<file path="src/rtl/bus_host_arbiter_pkg.sv">
// Shared helpers for the bus host arbiter slice.
// wrap_inc: increment an index and wrap it to zero at the modulus n.
package bus_host_arbiter_pkg;

    function automatic int unsigned wrap_inc(input int unsigned idx, input int unsigned n);
        if (idx + 32'd1 >= n) begin
            return 32'd0;
        end else begin
            return idx + 32'd1;
        end
    endfunction

endpackage

</file>
<file path="src/rtl/bus_host_arbiter_id_fifo.sv">
// In-order FIFO of host IDs for granted-but-unanswered transactions.
// Ports: clk_i/rst_i (sync active-high), push_i/push_id_i write side,
// pop_i read side, head_id_o oldest entry, full_o/empty_o status,
// count_o registered occupancy. A push while full or a pop while empty is ignored.
module bus_host_arbiter_id_fifo
    import bus_host_arbiter_pkg::*;
#(
    parameter int unsigned Depth   = 2,
    parameter int unsigned IdWidth = 1,
    localparam int unsigned PtrW   = (Depth > 1) ? $clog2(Depth) : 1,
    localparam int unsigned CntW   = $clog2(Depth + 1)
) (
    input  logic               clk_i,
    input  logic               rst_i,
    input  logic               push_i,
    input  logic [IdWidth-1:0] push_id_i,
    input  logic               pop_i,
    output logic [IdWidth-1:0] head_id_o,
    output logic               full_o,
    output logic               empty_o,
    output logic [CntW-1:0]    count_o
);

    logic [IdWidth-1:0] mem_q [Depth];
    logic [IdWidth-1:0] mem_d [Depth];
    logic [PtrW-1:0]    wr_ptr_q, wr_ptr_d;
    logic [PtrW-1:0]    rd_ptr_q, rd_ptr_d;
    logic [CntW-1:0]    count_q, count_d;
    logic               do_push, do_pop;

    assign full_o    = (count_q == CntW'(Depth));
    assign empty_o   = (count_q == CntW'(0));
    assign count_o   = count_q;
    assign head_id_o = mem_q[rd_ptr_q];

    // Next-state for storage, pointers and occupancy.
    always_comb begin
        do_push  = push_i && !full_o;
        do_pop   = pop_i && !empty_o;
        mem_d    = mem_q;
        wr_ptr_d = wr_ptr_q;
        rd_ptr_d = rd_ptr_q;
        count_d  = count_q;
        if (do_push) begin
            mem_d[wr_ptr_q] = push_id_i;
            wr_ptr_d        = PtrW'(wrap_inc(32'(wr_ptr_q), Depth));
        end else begin
            wr_ptr_d = wr_ptr_q;
        end
        if (do_pop) begin
            rd_ptr_d = PtrW'(wrap_inc(32'(rd_ptr_q), Depth));
        end else begin
            rd_ptr_d = rd_ptr_q;
        end
        case ({do_push, do_pop})
            2'b10:   count_d = count_q + CntW'(1);
            2'b01:   count_d = count_q - CntW'(1);
            default: count_d = count_q;
        endcase
    end

    // FIFO state registers with synchronous reset.
    always_ff @(posedge clk_i) begin
        if (rst_i) begin
            for (int i = 0; i < int'(Depth); i++) begin
                mem_q[i] <= {IdWidth{1'b0}};
            end
            wr_ptr_q <= {PtrW{1'b0}};
            rd_ptr_q <= {PtrW{1'b0}};
            count_q  <= {CntW{1'b0}};
        end else begin
            mem_q    <= mem_d;
            wr_ptr_q <= wr_ptr_d;
            rd_ptr_q <= rd_ptr_d;
            count_q  <= count_d;
        end
    end

endmodule

</file>
<file path="src/rtl/bus_host_arbiter.sv">
// Round-robin arbiter sharing one pipelined device port among NrHosts hosts.
// Ports: clk_i/rst_i; host_req_i/host_gnt_o and flattened per-host payload
// (host i occupies slice i of host_addr_i/host_we_i/host_be_i/host_wdata_i);
// host_rvalid_o/host_rdata_o/host_err_o per-host response (rdata/err broadcast);
// dev_* shared device request and in-order response; unexpected_rvalid_o sticky
// flag for a response arriving with nothing outstanding.
module bus_host_arbiter
    import bus_host_arbiter_pkg::*;
#(
    parameter int unsigned NrHosts        = 2,
    parameter int unsigned DataWidth      = 32,
    parameter int unsigned AddressWidth   = 32,
    parameter int unsigned MaxOutstanding = 2
) (
    input  logic                              clk_i,
    input  logic                              rst_i,
    input  logic [NrHosts-1:0]                host_req_i,
    output logic [NrHosts-1:0]                host_gnt_o,
    input  logic [NrHosts*AddressWidth-1:0]   host_addr_i,
    input  logic [NrHosts-1:0]                host_we_i,
    input  logic [NrHosts*(DataWidth/8)-1:0]  host_be_i,
    input  logic [NrHosts*DataWidth-1:0]      host_wdata_i,
    output logic [NrHosts-1:0]                host_rvalid_o,
    output logic [NrHosts*DataWidth-1:0]      host_rdata_o,
    output logic [NrHosts-1:0]                host_err_o,
    output logic                              dev_req_o,
    output logic [AddressWidth-1:0]           dev_addr_o,
    output logic                              dev_we_o,
    output logic [DataWidth/8-1:0]            dev_be_o,
    output logic [DataWidth-1:0]              dev_wdata_o,
    input  logic                              dev_gnt_i,
    input  logic                              dev_rvalid_i,
    input  logic [DataWidth-1:0]              dev_rdata_i,
    input  logic                              dev_err_i,
    output logic                              unexpected_rvalid_o
);

    localparam int unsigned IdW  = $clog2(NrHosts);
    localparam int unsigned BeW  = DataWidth / 8;
    localparam int unsigned CntW = $clog2(MaxOutstanding + 1);

    logic [IdW-1:0]          rr_ptr_q, rr_ptr_d;
    logic                    lock_valid_q, lock_valid_d;
    logic [IdW-1:0]          lock_id_q, lock_id_d;
    logic                    unexpected_q, unexpected_d;
    logic [IdW-1:0]          sel, cand_id;
    logic                    any_req, grant, pop, spurious;
    logic                    fifo_full, fifo_empty;
    logic [CntW-1:0]         fifo_count;
    logic [IdW-1:0]          head_id;
    logic [AddressWidth-1:0] addr_arr  [NrHosts];
    logic [BeW-1:0]          be_arr    [NrHosts];
    logic [DataWidth-1:0]    wdata_arr [NrHosts];

    // Host selection: a locked, still-requesting host keeps the port; otherwise
    // the first requester at or after rr_ptr wins.
    always_comb begin
        sel     = rr_ptr_q;
        cand_id = rr_ptr_q;
        any_req = 1'b0;
        if (lock_valid_q && host_req_i[lock_id_q]) begin
            sel     = lock_id_q;
            any_req = 1'b1;
        end else begin
            for (int i = 0; i < int'(NrHosts); i++) begin
                cand_id = IdW'((32'(rr_ptr_q) + 32'(i)) % NrHosts);
                if (!any_req && host_req_i[cand_id]) begin
                    sel     = cand_id;
                    any_req = 1'b1;
                end else begin
                    sel = sel;
                end
            end
        end
    end

    // Device request, zero-latency payload mux, grants and response routing.
    always_comb begin
        for (int i = 0; i < int'(NrHosts); i++) begin
            addr_arr[i]  = host_addr_i[i*AddressWidth +: AddressWidth];
            be_arr[i]    = host_be_i[i*BeW +: BeW];
            wdata_arr[i] = host_wdata_i[i*DataWidth +: DataWidth];
        end
        // fullness looks only at the registered count, so a same-cycle pop
        // does not open a slot until the next cycle
        dev_req_o     = any_req && !fifo_full && !rst_i;
        dev_addr_o    = addr_arr[sel];
        dev_we_o      = host_we_i[sel];
        dev_be_o      = be_arr[sel];
        dev_wdata_o   = wdata_arr[sel];
        grant         = dev_req_o && dev_gnt_i;
        pop           = dev_rvalid_i && !fifo_empty && !rst_i;
        spurious      = dev_rvalid_i && (fifo_count == CntW'(0)) && !rst_i;
        host_gnt_o    = {NrHosts{1'b0}};
        host_rvalid_o = {NrHosts{1'b0}};
        for (int i = 0; i < int'(NrHosts); i++) begin
            host_gnt_o[i]    = grant && (sel == IdW'(i));
            host_rvalid_o[i] = pop && (head_id == IdW'(i));
        end
        host_rdata_o = {NrHosts{dev_rdata_i}};
        host_err_o   = {NrHosts{dev_err_i}};
    end

    // Next-state for rr pointer, lock and sticky spurious-response flag.
    always_comb begin
        rr_ptr_d     = rr_ptr_q;
        lock_valid_d = 1'b0;
        lock_id_d    = lock_id_q;
        unexpected_d = unexpected_q || spurious;
        if (grant) begin
            rr_ptr_d = IdW'(wrap_inc(32'(sel), NrHosts));
        end else begin
            rr_ptr_d = rr_ptr_q;
        end
        // an offered but unaccepted request pins the selection; if that host
        // drops its request the lock simply fails to re-arm
        if (dev_req_o && !dev_gnt_i) begin
            lock_valid_d = 1'b1;
            lock_id_d    = sel;
        end else begin
            lock_valid_d = 1'b0;
        end
    end

    // Arbiter state registers with synchronous reset.
    always_ff @(posedge clk_i) begin
        if (rst_i) begin
            rr_ptr_q     <= {IdW{1'b0}};
            lock_valid_q <= 1'b0;
            lock_id_q    <= {IdW{1'b0}};
            unexpected_q <= 1'b0;
        end else begin
            rr_ptr_q     <= rr_ptr_d;
            lock_valid_q <= lock_valid_d;
            lock_id_q    <= lock_id_d;
            unexpected_q <= unexpected_d;
        end
    end

    assign unexpected_rvalid_o = unexpected_q;

    bus_host_arbiter_id_fifo #(
        .Depth   (MaxOutstanding),
        .IdWidth (IdW)
    ) u_id_fifo (
        .clk_i     (clk_i),
        .rst_i     (rst_i),
        .push_i    (grant),
        .push_id_i (sel),
        .pop_i     (pop),
        .head_id_o (head_id),
        .full_o    (fifo_full),
        .empty_o   (fifo_empty),
        .count_o   (fifo_count)
    );

endmodule

</file>
<file path="config.mk">
export PLATFORM = sky130hd
export DESIGN_NAME = bus_host_arbiter
export DESIGN_NICKNAME = d
export VERILOG_FILES = /design/src/rtl/bus_host_arbiter_pkg.sv /design/src/rtl/bus_host_arbiter_id_fifo.sv /design/src/rtl/bus_host_arbiter.sv
export SDC_FILE = /design/constraint.sdc
export NUM_CORES = 1
export LEC_CHECK = 0
export ABC_AREA = 1
export BUFFER_PORTS_ARGS = -buffer_cell sky130_fd_sc_hd__buf_2
export CAP_MARGIN = 20
export CORE_AREA = 2 2 123 125
export CTS_CLUSTER_SIZE = 14
export DETAILED_ROUTE_END_ITERATION = 16
export DIE_AREA = 0 0 125 127
export PLACE_DENSITY_LB_ADDON = 0.1
export SETUP_SLACK_MARGIN = 0.4
export SYNTH_ARGS = -nofsm -noshare
export SYNTH_HDL_FRONTEND = slang
export SYNTH_SLANG_ARGS = --single-unit
export TNS_END_PERCENT = 50
</file>
<file path="constraint.sdc">
create_clock -name clk_i -period 3.2 [get_ports clk_i]
set_input_delay 0.16 -clock clk_i [delete_from_list [all_inputs] [get_ports clk_i]]
set_output_delay 0.16 -clock clk_i [all_outputs]
set_load 0.01 [all_outputs]
</file>
==> impl_metrics.json <==
{
  "outcome": "completed",
  "synth_top_area_share_pct": 42.42,
  "root_buffer": "clkbuf_16",
  "switching_share_pct": 39.07,
  "slew_headroom_pct": 47.50,
  "clk_pin_slew_worst_paths_ns": 0.04,
  "grt_pass1_vias": 2396,
  "syn-cell-area_sq_mm": 0.001947,
  "synth_nets": 545,
  "yosys-top-cells-count": "nand2_1 (220), buf_4 (67), inv_1 (14)",
  "dp_hpwl_mm": 6.815,
  "place_congestion": 0.7528,
  "min_path_type": "input port to flip-flop",
  "routed_via_density": 3.607,
  "cts_buffers": 3,
  "synth.avg_cell_area_sq_um": 5.305,
  "ios": 318,
  "wirelength_mm": 8.253,
  "reg2reg_setup_slack_ns": 1.42,
  "cts_hold_buf": 0,
  "slew_viol_final": 0,
  "power_density_mw_per_mm2": 311.6,
  "ys_seq_elements": 10,
  "power_frac_clock_pct": 28.6,
  "core_sq_mm": 0.01442,
  "end_kind": "output port",
  "synthAdderAreaFrac_pct": 0.6427,
  "grt_max_degree": 73,
  "final.min_clock_period_ns": 2.007,
  "hold_violations": 0,
  "yosys.area.top_type": "nand2_1",
  "synth-simple-area-share_pct": 49.74,
  "fin_nets": 689,
  "critPathBufInv": 2,
  "htreeDepth": 1,
  "clk_path_buf_depth": 2,
  "firstDrtPassIters": 4,
  "drt_iter0_markers": 81,
  "antenna_found_initial": 0,
  "p_int_mw": 0.5245,
  "drv_cap": 0,
  "overflow": 0,
  "detailedPlace.worstSlack_ns": 1.369,
  "critPathArrivalTime_ns": 1.85,
  "setup_ws_ns": 1.193,
  "synth-async-reset-ratio_pct": 0,
  "synthFlopType": "dfxtp_1",
  "cpMostUsedCell": "nand2_1",
  "fmax_mhz": 498.4,
  "vdd_drop_max_mv": 0.2172,
  "p_switching_mw": 0.3363,
  "p_leak_nw": 1.795,
  "io_buffers": 218,
  "die-area_sq_mm": 0.01588,
  "rsz0062_at_grt": "false",
  "synth_top_cells_by_area": "nand2_1 (42%), buf_4 (26%), dfxtp_1 (10%), buf_6 (3.5%), inv_1 (2.7%)",
  "yosysSeqAreaShare_pct": 10.28,
  "finalClockSkew_ns": 0.004253,
  "yosys_warnings": 0,
  "cts_tree": "done",
  "synth_edf_count": 0,
  "cpPeakStageDelay_ns": 0.54,
  "die_y_microns": 127,
  "postCtsSetupBuffers": 0,
  "seq_power_share_pct": 16.5,
  "start_util_pct": 13.50,
  "cpLargestDelayFamily": "simple AND/OR/NAND/NOR gates",
  "combPwrFrac_pct": 54.9,
  "gr-usage-all-layers_pct": 9.433,
  "drc": 0,
  "n_antenna_cell": 0,
  "cts_resized": 0,
  "worstPathCellList": "inv_2 -> nand2_1 -> nand3_1 -> nand2_4 -> nand2_1 -> nand2_1 -> buf_2",
  "synth_cell_type_count": 24,
  "ant_nets": 0,
  "crit_path_max_fanout": 72,
  "required_ns": 3.04,
  "worstMarginPinSlew_ns": 0.7875,
  "vias": 2503,
  "drive_gt1_share_pct": 46.08,
  "area_growth_pct": 41.90,
  "synth_compound_area_share_pct": 4.049,
  "setup_tns_ns": 0,
  "setup_viol": 0,
  "synthCells": 367,
  "die_w_microns": 125,
  "synth-xor-area-share_pct": 0.4499,
  "critPathKind": "flip-flop to output port",
  "synth_mux_area_share_pct": 0,
  "clock_latency_ns": 0.24,
  "crit_slowest_cell": "nand2_4",
  "fin_crit_sh_pct": 62.70,
  "cp-start-kind": "flip-flop",
  "synth.most_common_cell": "nand2_1",
  "grt_pass1_wl_mm": 12.33,
  "wl_per_cell_microns": 11.89,
  "rows": 44,
  "numClockSinks": 10,
  "synth_top_family_by_area": "simple AND/OR/NAND/NOR gates"
}
-- worst register-to-register path, delay by kind of cell, from the launching register on --
family | cells | cell delay, ns
flip-flops | 1 | 0.37
AO/OA/AOI/OAI | 4 | 0.43
adder cells (fa/ha/maj) | 1 | 0.31
AND/OR/NAND/NOR | 3 | 0.40
buffers and inverters | 2 | 0.16
-- stage by stage --
step | hold slack (ns) | total power [mW] | utilization, % | instances | cell area, sq um
after floorplan | 0.2316 | 0.4905 | - | 367 | 1947
final | 0.1716 | 0.8608 | 19.15 | 694 | 2763
after detailed placement | 0.3201 | 0.6309 | 18.54 | 690 | 2674
after global routing | 0.1922 | 0.9393 | 19.15 | 694 | 2763
after CTS | 0.1791 | 0.8817 | 19.15 | 694 | 2763
after global placement | 0.3201 | 0.6328 | 18.54 | 690 | 2674
-- flip-flops by register name (all words and copies together), names as in the netlist --
signal               cells
u_id_fifo.count_o        2
u_id_fifo.mem_q          2
lock_id_q                1
lock_valid_q             1
rr_ptr_q                 1
u_id_fifo.rd_ptr_q       1
u_id_fifo.wr_ptr_q       1
unexpected_rvalid_o      1
-- cell usage in the layout (no fill, tap or decap) --
cell type / count
nor3_1: 1
xor2_1: 1
buf_2: 218
a21oi_2: 1
nand3_4: 1
nand2_2: 2
nand2_4: 1
buf_12: 1
a21oi_1: 3
nor2_4: 2
o21ai_2: 1
clkbuf_8: 1
nand2_1: 220
clkbuf_16: 3
nand4_1: 2
dfxtp_1: 10
o21ai_0: 8
a31oi_1: 1
nor2_2: 1
nand3_1: 2
ha_1: 1
inv_1: 14
nor2_1: 12
inv_2: 3
-- area by class of cell --
| cell class | instances | area (sq um) |
|---|---|---|
| fill | 1746 | 11660 |
| tap | 184 | 230.2 |
| multi-input combinational | 260 | 1069 |
| sequential | 10 | 200.2 |
| inverter | 17 | 63.81 |
| timing repair buffer | 219 | 1111 |
| clock buffer | 4 | 88.84 |
-- layer usage --
metal	global-route usage (%)	vias up	part of all wire [%]
met2	17.26	127	50
li1	-	1318	-
met3	2.178	35	8.2
met4	2.876	0	2.6
met1	10.94	1023	39
met5	0	-	0
-- power by group through the flow --
stage                     Sequential, mW  Combinational (mW)  Clock, mW
after floorplan                    0.143               0.347          0
after global placement             0.144               0.489          0
after detailed placement           0.144               0.487          0
after CTS                          0.142               0.489      0.251
after global routing               0.143               0.539      0.258
final                              0.142               0.473      0.246
-- path summary, 6_finish.rpt --
path                         from  cells after the start                   end
min                     dev_gnt_i                      2          lock_valid_q
max                      rr_ptr_q                      7        dev_addr_o[22]
max reg2reg  u_id_fifo.count_o[0]                     10  u_id_fifo.count_o[1]
min reg2reg    u_id_fifo.wr_ptr_q                      2    u_id_fifo.wr_ptr_q
-- kinds of logic (layout without fill, tap and decap cells) --
| kind of cell | after synthesis | count (layout) |
|---|---|---|
| xor gates and xnor gates | 1 | 1 |
| AOI/OAI and AO/OA | 14 | 14 |
| adders and majority gates | 1 | 1 |
| and+or+nand+nor | 244 | 244 |
| buffers and inverters | 97 | 240 |
| DFF | 10 | 10 |
Note: power is estimated with default switching activity, not from simulation.
